[src/rtl/uart_transmit_if.sv]
// uart_transmit_if: valid/ready byte handshake into the UART transmit FIFO
interface uart_transmit_if;
  logic [7:0] tx_data;
  logic       tx_valid;
  logic       tx_ready;
  modport master (output tx_data, tx_valid, input tx_ready);
  modport slave  (input tx_data, tx_valid, output tx_ready);
endinterface

[src/rtl/uart_transmit.sv]
// uart_transmit: 8N1 UART transmitter fed by a small byte FIFO; LEDG mirrors the last byte launched
module uart_transmit #(
  parameter int CLKS_PER_BIT = 434,
  parameter int FIFO_DEPTH   = 4
) (
  input  logic                       clk,
  input  logic                       rst,
  uart_transmit_if.slave             s_if,
  output logic                       tx,
  output logic                       tx_busy,
  output logic [$clog2(FIFO_DEPTH):0] fifo_count,
  output logic [7:0]                 LEDG
);
  localparam int AW = $clog2(FIFO_DEPTH);
  localparam int CW = AW + 1;
  localparam int BW = $clog2(CLKS_PER_BIT + 1);
  typedef enum logic [1:0] {IDLE, START, DATA, STOP} state_t;
  state_t        r_state, w_state_nxt;
  logic [BW-1:0] r_baud, w_baud_nxt;
  logic [2:0]    r_bit, w_bit_nxt;
  logic [7:0]    r_shift, w_shift_nxt, r_ledg;
  logic          r_tx, w_tx_nxt, w_pop, w_push, w_bit_end;
  logic [7:0]    r_mem [FIFO_DEPTH];
  logic [AW-1:0] r_wptr, r_rptr;
  logic [CW-1:0] r_count;
  assign s_if.tx_ready = r_count != CW'(FIFO_DEPTH);
  assign w_push        = s_if.tx_valid && s_if.tx_ready;
  assign w_bit_end     = r_baud == BW'(CLKS_PER_BIT - 1);
  assign tx            = r_tx;
  assign tx_busy       = r_state != IDLE;
  assign fifo_count    = r_count;
  assign LEDG          = r_ledg;
  always_comb begin
    w_state_nxt = r_state;
    w_baud_nxt  = r_baud + 1'b1;
    w_bit_nxt   = r_bit;
    w_shift_nxt = r_shift;
    w_pop       = 1'b0;
    case (r_state)
      IDLE: begin
        w_baud_nxt = '0;
        if (r_count != '0) begin
          w_pop       = 1'b1;
          w_state_nxt = START;
          w_shift_nxt = r_mem[r_rptr];
        end
      end
      START: if (w_bit_end) begin
        w_state_nxt = DATA;
        w_baud_nxt  = '0;
        w_bit_nxt   = '0;
      end
      DATA: if (w_bit_end) begin
        w_baud_nxt  = '0;
        w_shift_nxt = r_shift >> 1;
        w_bit_nxt   = r_bit + 1'b1;
        w_state_nxt = r_bit == 3'd7 ? STOP : DATA;
      end
      STOP: if (w_bit_end) begin
        w_baud_nxt  = '0;
        w_state_nxt = IDLE;
      end
      default: w_state_nxt = IDLE;
    endcase
    // tx is registered from the next state so it only moves on bit boundaries
    w_tx_nxt = w_state_nxt == START ? 1'b0 : w_state_nxt == DATA ? w_shift_nxt[0] : 1'b1;
  end
  always_ff @(posedge clk or negedge rst) begin
    if (!rst) begin
      r_state <= IDLE;
      r_baud  <= '0;
      r_bit   <= '0;
      r_shift <= '0;
      r_tx    <= 1'b1;
      r_ledg  <= '0;
      r_wptr  <= '0;
      r_rptr  <= '0;
      r_count <= '0;
    end else begin
      r_state <= w_state_nxt;
      r_baud  <= w_baud_nxt;
      r_bit   <= w_bit_nxt;
      r_shift <= w_shift_nxt;
      r_tx    <= w_tx_nxt;
      if (w_pop) begin
        r_rptr <= r_rptr + 1'b1;
        r_ledg <= r_mem[r_rptr];
      end
      if (w_push) r_wptr <= r_wptr + 1'b1;
      r_count <= r_count + CW'(w_push) - CW'(w_pop);
    end
  end
  always_ff @(posedge clk) begin
    if (w_push) r_mem[r_wptr] <= s_if.tx_data;
  end
endmodule

[src/flat_wrapper.sv]
// flat-port wrapper written by rule: the top's interface ports become plain ports
module uart_transmit_flat 
#(
  parameter int CLKS_PER_BIT = 434,
  parameter int FIFO_DEPTH   = 4
)
  (clk, rst, tx, tx_busy, fifo_count, LEDG, s_if_tx_data, s_if_tx_valid, s_if_tx_ready);
  uart_transmit_if s_if_i ();
  input  logic clk;
  input  logic rst;
  output logic tx;
  output logic tx_busy;
  output logic [$clog2(FIFO_DEPTH):0] fifo_count;
  output logic [7:0] LEDG;
  input wire logic [$bits(s_if_i.tx_data)-1:0] s_if_tx_data;
  input wire logic [$bits(s_if_i.tx_valid)-1:0] s_if_tx_valid;
  output wire logic [$bits(s_if_i.tx_ready)-1:0] s_if_tx_ready;
  assign s_if_i.tx_data = s_if_tx_data;
  assign s_if_i.tx_valid = s_if_tx_valid;
  assign s_if_tx_ready = s_if_i.tx_ready;
  uart_transmit #(.CLKS_PER_BIT(CLKS_PER_BIT), .FIFO_DEPTH(FIFO_DEPTH)) u_core (.clk(clk), .rst(rst), .s_if(s_if_i), .tx(tx), .tx_busy(tx_busy), .fifo_count(fifo_count), .LEDG(LEDG));
endmodule
[config.mk]
export PLATFORM = sky130hd
export DESIGN_NAME = uart_transmit_flat
export DESIGN_NICKNAME = d
export VERILOG_FILES = /design/src/rtl/uart_transmit_if.sv /design/src/rtl/uart_transmit.sv /design/src/flat_wrapper.sv
export SDC_FILE = /design/constraint.sdc
export NUM_CORES = 1
export LEC_CHECK = 0
export ABC_AREA = 0
export CORE_MARGIN = 5
export CORE_UTILIZATION = 61
export CTS_CLUSTER_SIZE = 16
export DETAILED_ROUTE_END_ITERATION = 8
export PLACE_DENSITY = 0.83
export SYNTH_ARGS = -nofsm -noshare
export SYNTH_HDL_FRONTEND = slang
export SYNTH_SLANG_ARGS = --single-unit
[constraint.sdc]
create_clock -name clk -period 5.9 [get_ports clk]
set_input_delay 0.885 -clock clk [delete_from_list [all_inputs] [get_ports clk]]
set_output_delay 0.885 -clock clk [all_outputs]
set_load 0.02 [all_outputs]
==> run summary <==
Port buffering added 24 buffers. The logs give 0 for the final setup violation count and 64.1% for the share of synthesized area occupied by flip-flops and latches. The met1 layer wirelength in the final routing came out at 2.23 mm. Category of cells accounting for the largest share of critical-path delay: buffers and inverters. After clock tree synthesis, the flow added hold-fix buffers numbering 0. Gates resized during post-CTS repair numbered 0. Summed over all layers, the routed wires come to 5.04 mm. The clock edge transition at the registers on the reported setup and hold paths is 0.07 ns. The wire-length estimate of the detail-placed layout is 3.52 mm.

Worst-case vdd ir drop: 0.335 mV. Once placement finished, the instance area stood at 3270 µm². Top layer used by detailed routing: met4. Counting every instance in the synthesized netlist gives 201. The number of max-capacitance violations reported is 0, and the final max-slew violation count is 0.

The run gives 1724 as the via count of the first global-routing pass. The biggest area consumer among synthesized cells is sky130_fd_sc_hd__edfxtp_1. At the end of routability-driven placement, the weighted congestion stood at 0.825. Setup repair after global routing left no endpoint under its margin. The run gives 4 as the number of detailed-routing iterations run before antenna repair.

The tools report the worst-case clock buffer depth as 2. The worst hold slack is 0.486 ns, and the total number of clock tree sinks is 70. The logs give 3 for the H-tree depth and 65 for the number of DRC markers after the initial detailed-route iteration. The final count of hold timing violations came out at 0. The run gives 1671 as the total vias in the final route.

Maximum cell stage delay along the critical path: 0.57 ns. Entering global routing, the biggest net connects 39 pins. The logs give 149 µm for the total met3 wirelength after detailed routing and 40 for the number of distinct library cell variants in the gate-level netlist after synthesis.

The buffer type at the clock tree root is sky130_fd_sc_hd__clkbuf_8. STA classifies the critical path endpoint as a primary output. In the global route stage, overall resource usage came out at 17.5%. The critical path is of the register to primary output type. The tightest min-delay check is of the register to register type. The number of standard-cell rows in the floorplan is 25. Yosys attributes the largest share of cell area to sky130_fd_sc_hd__edfxtp_1 (32%), sky130_fd_sc_hd__dfrtp_1 (31%), sky130_fd_sc_hd__mux4_1 (6.2%). The count of nets left with antenna violations once routing finished came out at 0.

For this run, the number of Yosys warnings is 0. The final instance count without filler cells is 302. Across all setup checks in the final design, the least slack found is 2.96 ns.

The tools report the initial antenna violation count as 0. The required time of the worst setup path is 5.02 ns. The critical path goes through nor2_1, inv_1, clkdlybuf4s50_1. The later pin in the worst-skew pair is clocked with a latency of 0.33 ns.

The mean routed wirelength per cell came out at 16.7 µm. The clock period could shrink to 2.94 ns. The mapped cell area came out at 2990 µm². The run gives 25 as the top-level I/O count. Summing internal, switching and leakage power gives 1.65 mW.

Counting every net in the synthesized netlist gives 223. The run finished with clean final reports. The core region is 4720 µm². For this run the aggregate overflow at the end of global routing stands at 0.

The area growth from synthesis to layout is 16.4%. TritonCTS built the clock tree. The floorplan step set the die width to 80.0 µm. The top cell type by area accounts for 32.2% of the synthesized area. In this run the power density over the cells is 476 nW/µm². The slowest stage of the critical path is the sky130_fd_sc_hd__clkdlybuf4s50_1 cell.

The transition time at the pin with the least slew margin came out at 0.831 ns. Along the worst path, the maximum fanout reaches 11. Between clock sinks in the finished design, the worst skew comes to 0.00775 ns. The effective utilization at floorplan is 63.2%, and the period utilization is 49.7%. The die extent in y was 80.0 µm; the via-per-instance ratio was 5.53.

The finished cells cover 3480 µm². The per-instance average area after synthesis was 14.9 µm²; the clock buffer count from CTS was 9. In this run the static leakage power is 1.46 nW. The logs give 286 for the total placed cells including tap cells and 0 ns for the accumulated negative setup slack. In the final layout, the share of cells above drive strength 1 is 8.94%. The first global-routing pass estimated 8.33 mm of wire.

The tools report the wire length on met2 as 2.60 mm. The number of buffers and inverters on the critical path is 2. For this run, design rule violations remaining after detail routing come to 0. The tools report the post-placement setup slack as 3.23 ns.

The die covers 6400 µm². The final standard cell utilization of the core is 73.6%. Measured against its own limit, the worst slew margin works out to 44.6%. The number of antenna diodes in the final layout is 0. The worst setup path is launched from a register.

Data arrives at the worst endpoint at 2.05 ns. For this run, the top clock speed supported by timing is 341 MHz. The net total in the final layout was 252. The synthesized flop and latch total was 70; the setup fix buffers added after clock tree synthesis was 0.
-- layout make-up --
| cell class | count | area [µm²] |
|---|---|---|
| clock inverters | 5 | 73.8 |
| well taps | 67 | 83.8 |
| clock buffers | 11 | 131 |
| repair buffers | 24 | 235 |
| inverters | 11 | 41.3 |
| flip-flops and latches | 70 | 1910 |
| multi-input cells | 114 | 998 |
| fillers | 312 | 1250 |
-- synthesized netlist by cell type, drive strengths merged --
cell      n
dfrtp    37
edfxtp   32
and3     13
nor2     13
inv      11
nand2    11
xnor2    11
ha       10
a21o      9
mux4      8
a221o     7
buf       4
nand3     4
o2bb2ai   3
a21oi     2
a2bb2oi   2
a31oi     2
clkbuf    2
nor3      2
xor2      2
a32oi     1
and2      1
and4b     1
and4bb    1
dfstp     1
fa        1
mux2      1
nand2b    1
nand4     1
nand4b    1
nand4bb   1
nor2b     1
nor4      1
o21ai     1
o22a      1
or3       1
-- cells in the final DEF (no fill, tap or decap), types with 2 or more instances in the layout --
| cell type | count |
|---|---|
| sky130_fd_sc_hd__xor2_1 | 2 |
| sky130_fd_sc_hd__nor2_1 | 13 |
| sky130_fd_sc_hd__o2bb2ai_1 | 3 |
| sky130_fd_sc_hd__xnor2_1 | 11 |
| sky130_fd_sc_hd__a21oi_1 | 2 |
| sky130_fd_sc_hd__a2bb2oi_1 | 2 |
| sky130_fd_sc_hd__inv_1 | 11 |
| sky130_fd_sc_hd__ha_1 | 10 |
| sky130_fd_sc_hd__dfrtp_1 | 37 |
| sky130_fd_sc_hd__a221o_1 | 7 |
| sky130_fd_sc_hd__nand2_1 | 11 |
| sky130_fd_sc_hd__clkdlybuf4s50_1 | 23 |
| sky130_fd_sc_hd__bufinv_16 | 2 |
| sky130_fd_sc_hd__mux4_1 | 7 |
| sky130_fd_sc_hd__and3_1 | 12 |
| sky130_fd_sc_hd__a21o_1 | 8 |
| sky130_fd_sc_hd__a31oi_1 | 2 |
| sky130_fd_sc_hd__nor3_1 | 2 |
| sky130_fd_sc_hd__clkbuf_1 | 2 |
| sky130_fd_sc_hd__edfxtp_1 | 32 |
| sky130_fd_sc_hd__clkbuf_8 | 9 |
| sky130_fd_sc_hd__clkinv_2 | 2 |
| sky130_fd_sc_hd__nand3_1 | 4 |
-- power breakdown --
part | total [mW] | internal (mW) | switching, mW
logic | 0.474 | 0.253 | 0.221
clock network | 0.401 | 0.236 | 0.166
registers | 0.779 | 0.662 | 0.116
total | 1.65 | 1.15 | 0.503
-- flip-flops by register name (all words and copies together), names as in the netlist --
register,count
u_core.r_mem,32
u_core.r_baud,9
u_core.LEDG,8
u_core.r_shift,8
u_core.fifo_count,3
u_core.r_bit,3
u_core.r_rptr,2
u_core.r_state,2
u_core.r_wptr,2
u_core.tx,1
-- cell families after synthesis --
logic type                 synth area share [%]
DFF                                        64.1
and+or+nand+nor                            9.59
AOI/OAI and AO/OA                          7.88
buffers and inverters                      2.51
xor gates and xnor gates                   3.81
adders and majority gates                  4.86
muxes                                      7.29
-- routing by layer --
layer,vias up,track usage (%)
met5,-,0
met4,0,6.08
met3,7,5.30
met2,23,28.9
met1,833,21.8
li1,808,-
-- final timing paths --
kind	start	to	slack, ns	cells after the start
hold reg to reg	u_core.LEDG[5]	u_core.LEDG[5]	0.49	1
max in group asynchronous	rst	u_core.LEDG[0]	4.72	1
setup reg to reg	u_core.r_state[0]	u_core.fifo_count[2]	3.18	9
min in group asynchronous	rst	u_core.r_baud[1]	0.65	1
setup / recovery	u_core.r_state[0]	tx_busy	2.96	3
hold / removal	u_core.LEDG[5]	u_core.LEDG[5]	0.49	1
Note: power is estimated with default switching activity, not from simulation.
